## src/rtl/i2c_master_arbiter_if.sv

```systemverilog
// Bundle between the client requesters, the I2C master core and the arbiter.
// slave = arbiter side, master = the environment (clients plus I2C master core).
interface i2c_master_arbiter_if #(
  parameter int NREQ = 4,
  parameter int AW   = 7,
  parameter int DW   = 8
);
  // Handshake: req is a level held until that requester's one-cycle done pulse;
  // m_start and m_abort are one-cycle strobes, m_done is a one-cycle pulse with
  // m_nack/m_rdata valid in the same cycle, and rdata/err_* are valid only with done.
  logic [NREQ-1:0]    req;
  logic [NREQ*AW-1:0] req_addr;
  logic [NREQ-1:0]    req_rw;
  logic [NREQ*DW-1:0] req_wdata;
  logic [NREQ-1:0]    gnt;
  logic [NREQ-1:0]    done;
  logic [DW-1:0]      rdata;
  logic               err_nack;
  logic               err_tmo;
  logic               m_start;
  logic [AW-1:0]      m_addr;
  logic               m_rw;
  logic [DW-1:0]      m_wdata;
  logic               m_abort;
  logic               m_busy;
  logic               m_done;
  logic               m_nack;
  logic [DW-1:0]      m_rdata;

  modport slave (
    input  req, req_addr, req_rw, req_wdata, m_busy, m_done, m_nack, m_rdata,
    output gnt, done, rdata, err_nack, err_tmo, m_start, m_addr, m_rw, m_wdata, m_abort
  );

  modport master (
    output req, req_addr, req_rw, req_wdata, m_busy, m_done, m_nack, m_rdata,
    input  gnt, done, rdata, err_nack, err_tmo, m_start, m_addr, m_rw, m_wdata, m_abort
  );
endinterface

```

## src/rtl/i2c_master_arbiter.sv

```systemverilog
// Round-robin arbiter that shares one I2C master core among NREQ requesters,
// sequencing IDLE -> ISSUE -> WAIT -> RESP with a timeout abort in WAIT.
module i2c_master_arbiter #(
  parameter int NREQ    = 4,
  parameter int AW      = 7,
  parameter int DW      = 8,
  parameter int TIMEOUT = 4096,
  parameter int TW      = 13
) (
  input  logic                   clk,
  input  logic                   reset,
  i2c_master_arbiter_if.slave    bus,
  output logic [1:0]             dbg_state_o
);
  localparam int IW = (NREQ > 1) ? $clog2(NREQ) : 1;

  typedef enum logic [1:0] {IDLE, ISSUE, WAIT, RESP} state_e;

  state_e          state_q;
  logic [IW-1:0]   last_q;
  logic [IW-1:0]   idx_q;
  logic [TW-1:0]   cnt_q;
  logic [NREQ-1:0] gnt_q;
  logic [NREQ-1:0] done_q;
  logic [DW-1:0]   rdata_q;
  logic            err_nack_q;
  logic            err_tmo_q;
  logic            m_start_q;
  logic [AW-1:0]   m_addr_q;
  logic            m_rw_q;
  logic [DW-1:0]   m_wdata_q;
  logic            m_abort_q;

  logic [IW-1:0]   sel_d;
  logic            found_d;

  // First requester with req set, scanning from last_q+1 and wrapping.
  always_comb begin
    found_d = 1'b0;
    sel_d   = '0;
    for (int k = 1; k <= NREQ; k++) begin
      if (!found_d && bus.req[(int'(last_q) + k) % NREQ]) begin
        found_d = 1'b1;
        sel_d   = IW'((int'(last_q) + k) % NREQ);
      end
    end
  end

  always_ff @(posedge clk) begin
    if (reset) begin
      state_q    <= IDLE;
      last_q     <= IW'(NREQ - 1);
      idx_q      <= '0;
      cnt_q      <= '0;
      gnt_q      <= '0;
      done_q     <= '0;
      rdata_q    <= '0;
      err_nack_q <= 1'b0;
      err_tmo_q  <= 1'b0;
      m_start_q  <= 1'b0;
      m_addr_q   <= '0;
      m_rw_q     <= 1'b0;
      m_wdata_q  <= '0;
      m_abort_q  <= 1'b0;
    end else begin
      case (state_q)
        IDLE: begin
          if (found_d && !bus.m_busy) begin
            idx_q     <= sel_d;
            m_addr_q  <= bus.req_addr[int'(sel_d)*AW +: AW];
            m_rw_q    <= bus.req_rw[sel_d];
            m_wdata_q <= bus.req_wdata[int'(sel_d)*DW +: DW];
            m_start_q <= 1'b1;
            gnt_q     <= NREQ'(1) << sel_d;
            state_q   <= ISSUE;
          end
        end
        ISSUE: begin
          m_start_q <= 1'b0;
          cnt_q     <= '0;
          state_q   <= WAIT;
        end
        WAIT: begin
          cnt_q <= cnt_q + 1'b1;
          // A completion arriving on the timeout cycle takes precedence.
          if (bus.m_done) begin
            done_q     <= gnt_q;
            rdata_q    <= m_rw_q ? bus.m_rdata : '0;
            err_nack_q <= bus.m_nack;
            state_q    <= RESP;
          end else if (cnt_q == TW'(TIMEOUT - 1)) begin
            done_q    <= gnt_q;
            m_abort_q <= 1'b1;
            err_tmo_q <= 1'b1;
            state_q   <= RESP;
          end
        end
        RESP: begin
          done_q     <= '0;
          rdata_q    <= '0;
          err_nack_q <= 1'b0;
          err_tmo_q  <= 1'b0;
          m_abort_q  <= 1'b0;
          gnt_q      <= '0;
          last_q     <= idx_q;
          state_q    <= IDLE;
        end
        default: state_q <= IDLE;
      endcase
    end
  end

  assign bus.gnt      = gnt_q;
  assign bus.done     = done_q;
  assign bus.rdata    = rdata_q;
  assign bus.err_nack = err_nack_q;
  assign bus.err_tmo  = err_tmo_q;
  assign bus.m_start  = m_start_q;
  assign bus.m_addr   = m_addr_q;
  assign bus.m_rw     = m_rw_q;
  assign bus.m_wdata  = m_wdata_q;
  assign bus.m_abort  = m_abort_q;
  assign dbg_state_o  = state_q;
endmodule

```

## src/flat_wrapper.sv

```systemverilog
// flat-port wrapper written by rule: the top's interface ports become plain ports
module i2c_master_arbiter_flat 
#(
  parameter int NREQ    = 4,
  parameter int AW      = 7,
  parameter int DW      = 8,
  parameter int TIMEOUT = 4096,
  parameter int TW      = 13
)
  (clk, reset, dbg_state_o, bus_req, bus_req_addr, bus_req_rw, bus_req_wdata, bus_m_busy, bus_m_done, bus_m_nack, bus_m_rdata, bus_gnt, bus_done, bus_rdata, bus_err_nack, bus_err_tmo, bus_m_start, bus_m_addr, bus_m_rw, bus_m_wdata, bus_m_abort);
  i2c_master_arbiter_if #(.NREQ(NREQ), .AW(AW), .DW(DW)) bus_i ();
  input  logic clk;
  input  logic reset;
  output logic [1:0] dbg_state_o;
  input wire logic [$bits(bus_i.req)-1:0] bus_req;
  input wire logic [$bits(bus_i.req_addr)-1:0] bus_req_addr;
  input wire logic [$bits(bus_i.req_rw)-1:0] bus_req_rw;
  input wire logic [$bits(bus_i.req_wdata)-1:0] bus_req_wdata;
  input wire logic [$bits(bus_i.m_busy)-1:0] bus_m_busy;
  input wire logic [$bits(bus_i.m_done)-1:0] bus_m_done;
  input wire logic [$bits(bus_i.m_nack)-1:0] bus_m_nack;
  input wire logic [$bits(bus_i.m_rdata)-1:0] bus_m_rdata;
  output wire logic [$bits(bus_i.gnt)-1:0] bus_gnt;
  output wire logic [$bits(bus_i.done)-1:0] bus_done;
  output wire logic [$bits(bus_i.rdata)-1:0] bus_rdata;
  output wire logic [$bits(bus_i.err_nack)-1:0] bus_err_nack;
  output wire logic [$bits(bus_i.err_tmo)-1:0] bus_err_tmo;
  output wire logic [$bits(bus_i.m_start)-1:0] bus_m_start;
  output wire logic [$bits(bus_i.m_addr)-1:0] bus_m_addr;
  output wire logic [$bits(bus_i.m_rw)-1:0] bus_m_rw;
  output wire logic [$bits(bus_i.m_wdata)-1:0] bus_m_wdata;
  output wire logic [$bits(bus_i.m_abort)-1:0] bus_m_abort;
  assign bus_i.req = bus_req;
  assign bus_i.req_addr = bus_req_addr;
  assign bus_i.req_rw = bus_req_rw;
  assign bus_i.req_wdata = bus_req_wdata;
  assign bus_i.m_busy = bus_m_busy;
  assign bus_i.m_done = bus_m_done;
  assign bus_i.m_nack = bus_m_nack;
  assign bus_i.m_rdata = bus_m_rdata;
  assign bus_gnt = bus_i.gnt;
  assign bus_done = bus_i.done;
  assign bus_rdata = bus_i.rdata;
  assign bus_err_nack = bus_i.err_nack;
  assign bus_err_tmo = bus_i.err_tmo;
  assign bus_m_start = bus_i.m_start;
  assign bus_m_addr = bus_i.m_addr;
  assign bus_m_rw = bus_i.m_rw;
  assign bus_m_wdata = bus_i.m_wdata;
  assign bus_m_abort = bus_i.m_abort;
  i2c_master_arbiter #(.NREQ(NREQ), .AW(AW), .DW(DW), .TIMEOUT(TIMEOUT), .TW(TW)) u_core (.clk(clk), .reset(reset), .bus(bus_i), .dbg_state_o(dbg_state_o));
endmodule
```

## config.mk

```make
export PLATFORM = sky130hd
export DESIGN_NAME = i2c_master_arbiter_flat
export DESIGN_NICKNAME = d
export VERILOG_FILES = /design/src/rtl/i2c_master_arbiter_if.sv /design/src/rtl/i2c_master_arbiter.sv /design/src/flat_wrapper.sv
export SDC_FILE = /design/constraint.sdc
export NUM_CORES = 1
export LEC_CHECK = 0
export CORE_MARGIN = 2
export CORE_UTILIZATION = 30
export DETAILED_ROUTE_END_ITERATION = 16
export PLACE_DENSITY = 0.72
export SYNTH_ARGS = -nofsm -noshare
export SYNTH_HDL_FRONTEND = slang
export SYNTH_SLANG_ARGS = --single-unit
```

## constraint.sdc

```tcl
create_clock -name clk -period 2 [get_ports clk]
set_clock_uncertainty 0.1 [all_clocks]
set_input_delay 0.2 -clock clk [delete_from_list [all_inputs] [get_ports clk]]
set_output_delay 0.2 -clock clk [all_outputs]
set_load 0.1 [all_outputs]
```

==> results.md <==
* CP max FO at 4
* CTS HTree Levels at 2
* Port Buffers at 118
* Seq pwr share at 0.297
* Rel. slew slack at 0.686
* Hold WC Path Type: in -> reg
* Net Count, Synth at 390
* RSZ-0062 raised after global routing: false
* Top FF cell, synth: dfxtp_1
* Global-route usage over all layers at 0.166
* Total gr overflow at 0
* I/O pins at 119
* Vias/cell at 5.21
* Clock Power Share at 0.132
* Die X at 97.0 um
* Period utilization at 0.948
* F_max at 0.527 GHz
* Post-CTS Setup Bufs at 0
* Die Span Y at 97.0 um
* Fin area at 4030 um^2
* LEAKAGE at 1.54 nW
* Antenna Cells at 0
* Max_cap viols at 0
* Clk slew on worst S/H paths at 0.09 ns
* Wire length per cell at 14.8 um
* Sw Ratio at 0.501
* Multi-input gate area at 1400 um^2
* Largest net degree at the start of global routing at 21
* Reg area at 1090 um^2
* Drt pass-1 iters at 7
* Total wire length at 7.96 mm
* Worst skew pair latency at 0.31 ns
* DP Area at 3920 um^2
* Clock buffer depth at 2
* Cells after synthesis at 304
* Max-slew violations at 0
* Setup-failing EPs final at 0
* CP arrival at 2.00 ns
* Vias in the first global route at 2734
* VDD IR max at 636 uV
* CTS root buffer: clkbuf_8
* CTS Sinks at 54
* Internal power at 2.36 mW
* Slew @ Worst Pin at 0.469 ns
* Hold WS at 0.353 ns
* GPL Wtd Cong at 0.783
* Layout cell share with drive strength beyond 1 at 0.199
* Antenna-violating nets left at 0
* Number of synthesized register bits at 54
* Initial Utilization at 0.312
* Final hold violation count at 0
* Mean area per synthesized cell at 8.53 um^2
* Post-synthesis sequential area ratio at 0.417
* EDFF count, synth at 0
* Ys Warns at 0
* Post-CTS Hold Fix Bufs at 0
* Asr flop ratio synth at 0
* Row count at 33
* Distinct cells, synth at 43
* Placeable core area at 8300 um^2
* Die ar. at 9400 um^2
* DP HPWL at 6.13 mm
* Core Util, Final at 0.485
* Sw Pwr at 2.36 mW
* Synthesis-to-finish area growth at 55.3%
* Outcome: finished clean
* Period minus WS final at 1.90 ns
* Drt initial violations at 131
* Critical Path RT at 2.10 ns
* Final nets at 519
* TritonCTS Buffers at 5
* Initial antenna violation count at 0
* Comb power frac at 0.570
* First-pass GRT wire length at 13.0 mm
* Power Density at 1170 nW/um^2
* Drt drc at 0
* CTS tree: yes
* Detailed-route via count at 2802
* CP endpoint kind: flip-flop
* CP startpoint kind: flip-flop
* Fill cells at 790
* Post-Syn Area at 2590 um^2
* Critical path class: reg -> reg
final timing paths:
| path | from | cells past startpoint | slack [ns] | to |
|---|---|---|---|---|
| setup / recovery | u_core.cnt_q[1]$_SDFFE_PP0P_ | 6 | 0.10 | u_core.bus.done[3]$_SDFFE_PP0P_ |
| setup reg to reg | u_core.cnt_q[1]$_SDFFE_PP0P_ | 6 | 0.10 | u_core.bus.done[3]$_SDFFE_PP0P_ |
| hold / removal | bus_m_rdata[5] | 3 | 0.35 | u_core.bus.rdata[5]$_SDFFE_PP0P_ |
| hold reg to reg | u_core.bus.rdata[0]$_SDFFE_PP0P_ | 2 | 0.37 | u_core.bus.rdata[0]$_SDFFE_PP0P_ |
cells in the mapped netlist, types with 2 or more instances:
master	instances	area, um^2
buf_1	2	7.51
dfxtp_1	54	1080
a21oi_1	34	170
buf_2	9	45.0
xor2_1	5	43.8
o22ai_1	2	12.5
a211oi_1	18	135
nand3_1	11	55.1
mux2i_1	7	70.1
a221oi_1	2	17.5
inv_1	10	37.5
ha_1	5	62.6
nand2_1	19	71.3
nor2_1	45	169
nand2b_1	5	31.3
nor3_1	3	15.0
nand4_1	3	18.8
nor2b_1	6	37.5
a22o_1	4	35.0
nor4_1	5	31.3
a222oi_1	16	160
o21a_1	2	15.0
o21ai_0	4	20.0
clkbuf_1	10	37.5
xnor2_1	5	43.8
state kept, by name, indices dropped and copies added (netlist names), 2 cells and up:
register / count
u_core.last_q: 2
u_core.dbg_state_o: 2
u_core.bus.done: 4
u_core.cnt_q: 13
u_core.bus.m_wdata: 8
u_core.bus.gnt: 4
u_core.bus.rdata: 8
u_core.idx_q: 2
u_core.bus.m_addr: 7
critical path, stage by stage, from the launching register on:
cell and delay [ns]:
dfxtp_1 0.37, ha_2 0.21, inv_1 0.04, or4_4 0.57, a21oi_4 0.24, mux2i_1 0.21, nor2_1 0.05
power groups by stage:
stage               sequential (mW)  clock [mW]  combinational [mW]
detailed placement             1.42           0                2.69
finish                         1.40       0.624                2.69
floorplan                      2.51           0               0.855
CTS                            1.40       0.646                2.70
global placement               1.42           0                2.67
global route                   1.43       0.682                2.84
logic make-up after synthesis:
group | synth area share
xor gates and xnor gates | 0.0338
DFF | 0.417
and+or+nand+nor | 0.196
muxes | 0.0314
adders and majority gates | 0.0241
AOI/OAI and AO/OA | 0.246
buffers and inverters | 0.0521
area by class of cell:
class	instances	area share
Inverter	10	0.00933
Multi-Input combinational cell	218	0.348
Tap cell	105	0.0326
Timing Repair Buffer	144	0.318
Sequential cell	54	0.271
Clock buffer	7	0.0214
routing by layer:
metal,vias to the layer above,GRT usage,share of wire
met3,15,0.0361,0.069
met5,-,0,0
met2,118,0.290,0.49
met4,0,0.0628,0.022
met1,1302,0.200,0.42
li1,1367,-,-
placed cells by master (no fill, tap or decap), types with 2 or more instances in the layout:
cell and count:
inv_1 10, o21a_1 2, buf_4 64, a21oi_1 34, nand4_1 3, nand2b_1 5
clkbuf_8 6, clkdlybuf4s50_1 80, a22o_1 4, a222oi_1 16, nor4_2 2, a221oi_1 2
a211oi_1 18, mux2i_1 7, xnor2_1 5, dfxtp_4 2, nand2_1 19, nor3_1 3
o21ai_0 4, nor4_1 3, o22ai_1 2, nand3_1 11, dfxtp_1 51, xor2_1 5
nor2_1 44, ha_1 4, nor2b_1 6
repair_timing:
item,in CTS,in global routing
pin swaps,0,1
endpoints found under the hold margin,0,0
resized for setup,2,3
endpoints found under the setup margin,17,13
per-stage QoR:
step	setup WS [ns]	setup TNS, ns	power [mW]	cells
2_1_floorplan	0.0298	0	3.36	304
3_3_place_gp	-0.454	-7.87	4.09	531
3_5_place_dp	-0.591	-9.71	4.11	531
4_1_cts	0.0432	0	4.75	538
5_1_grt	0.0174	0	4.95	538
6_report	0.103	0	4.72	538
(Power assumes the default switching activity.)
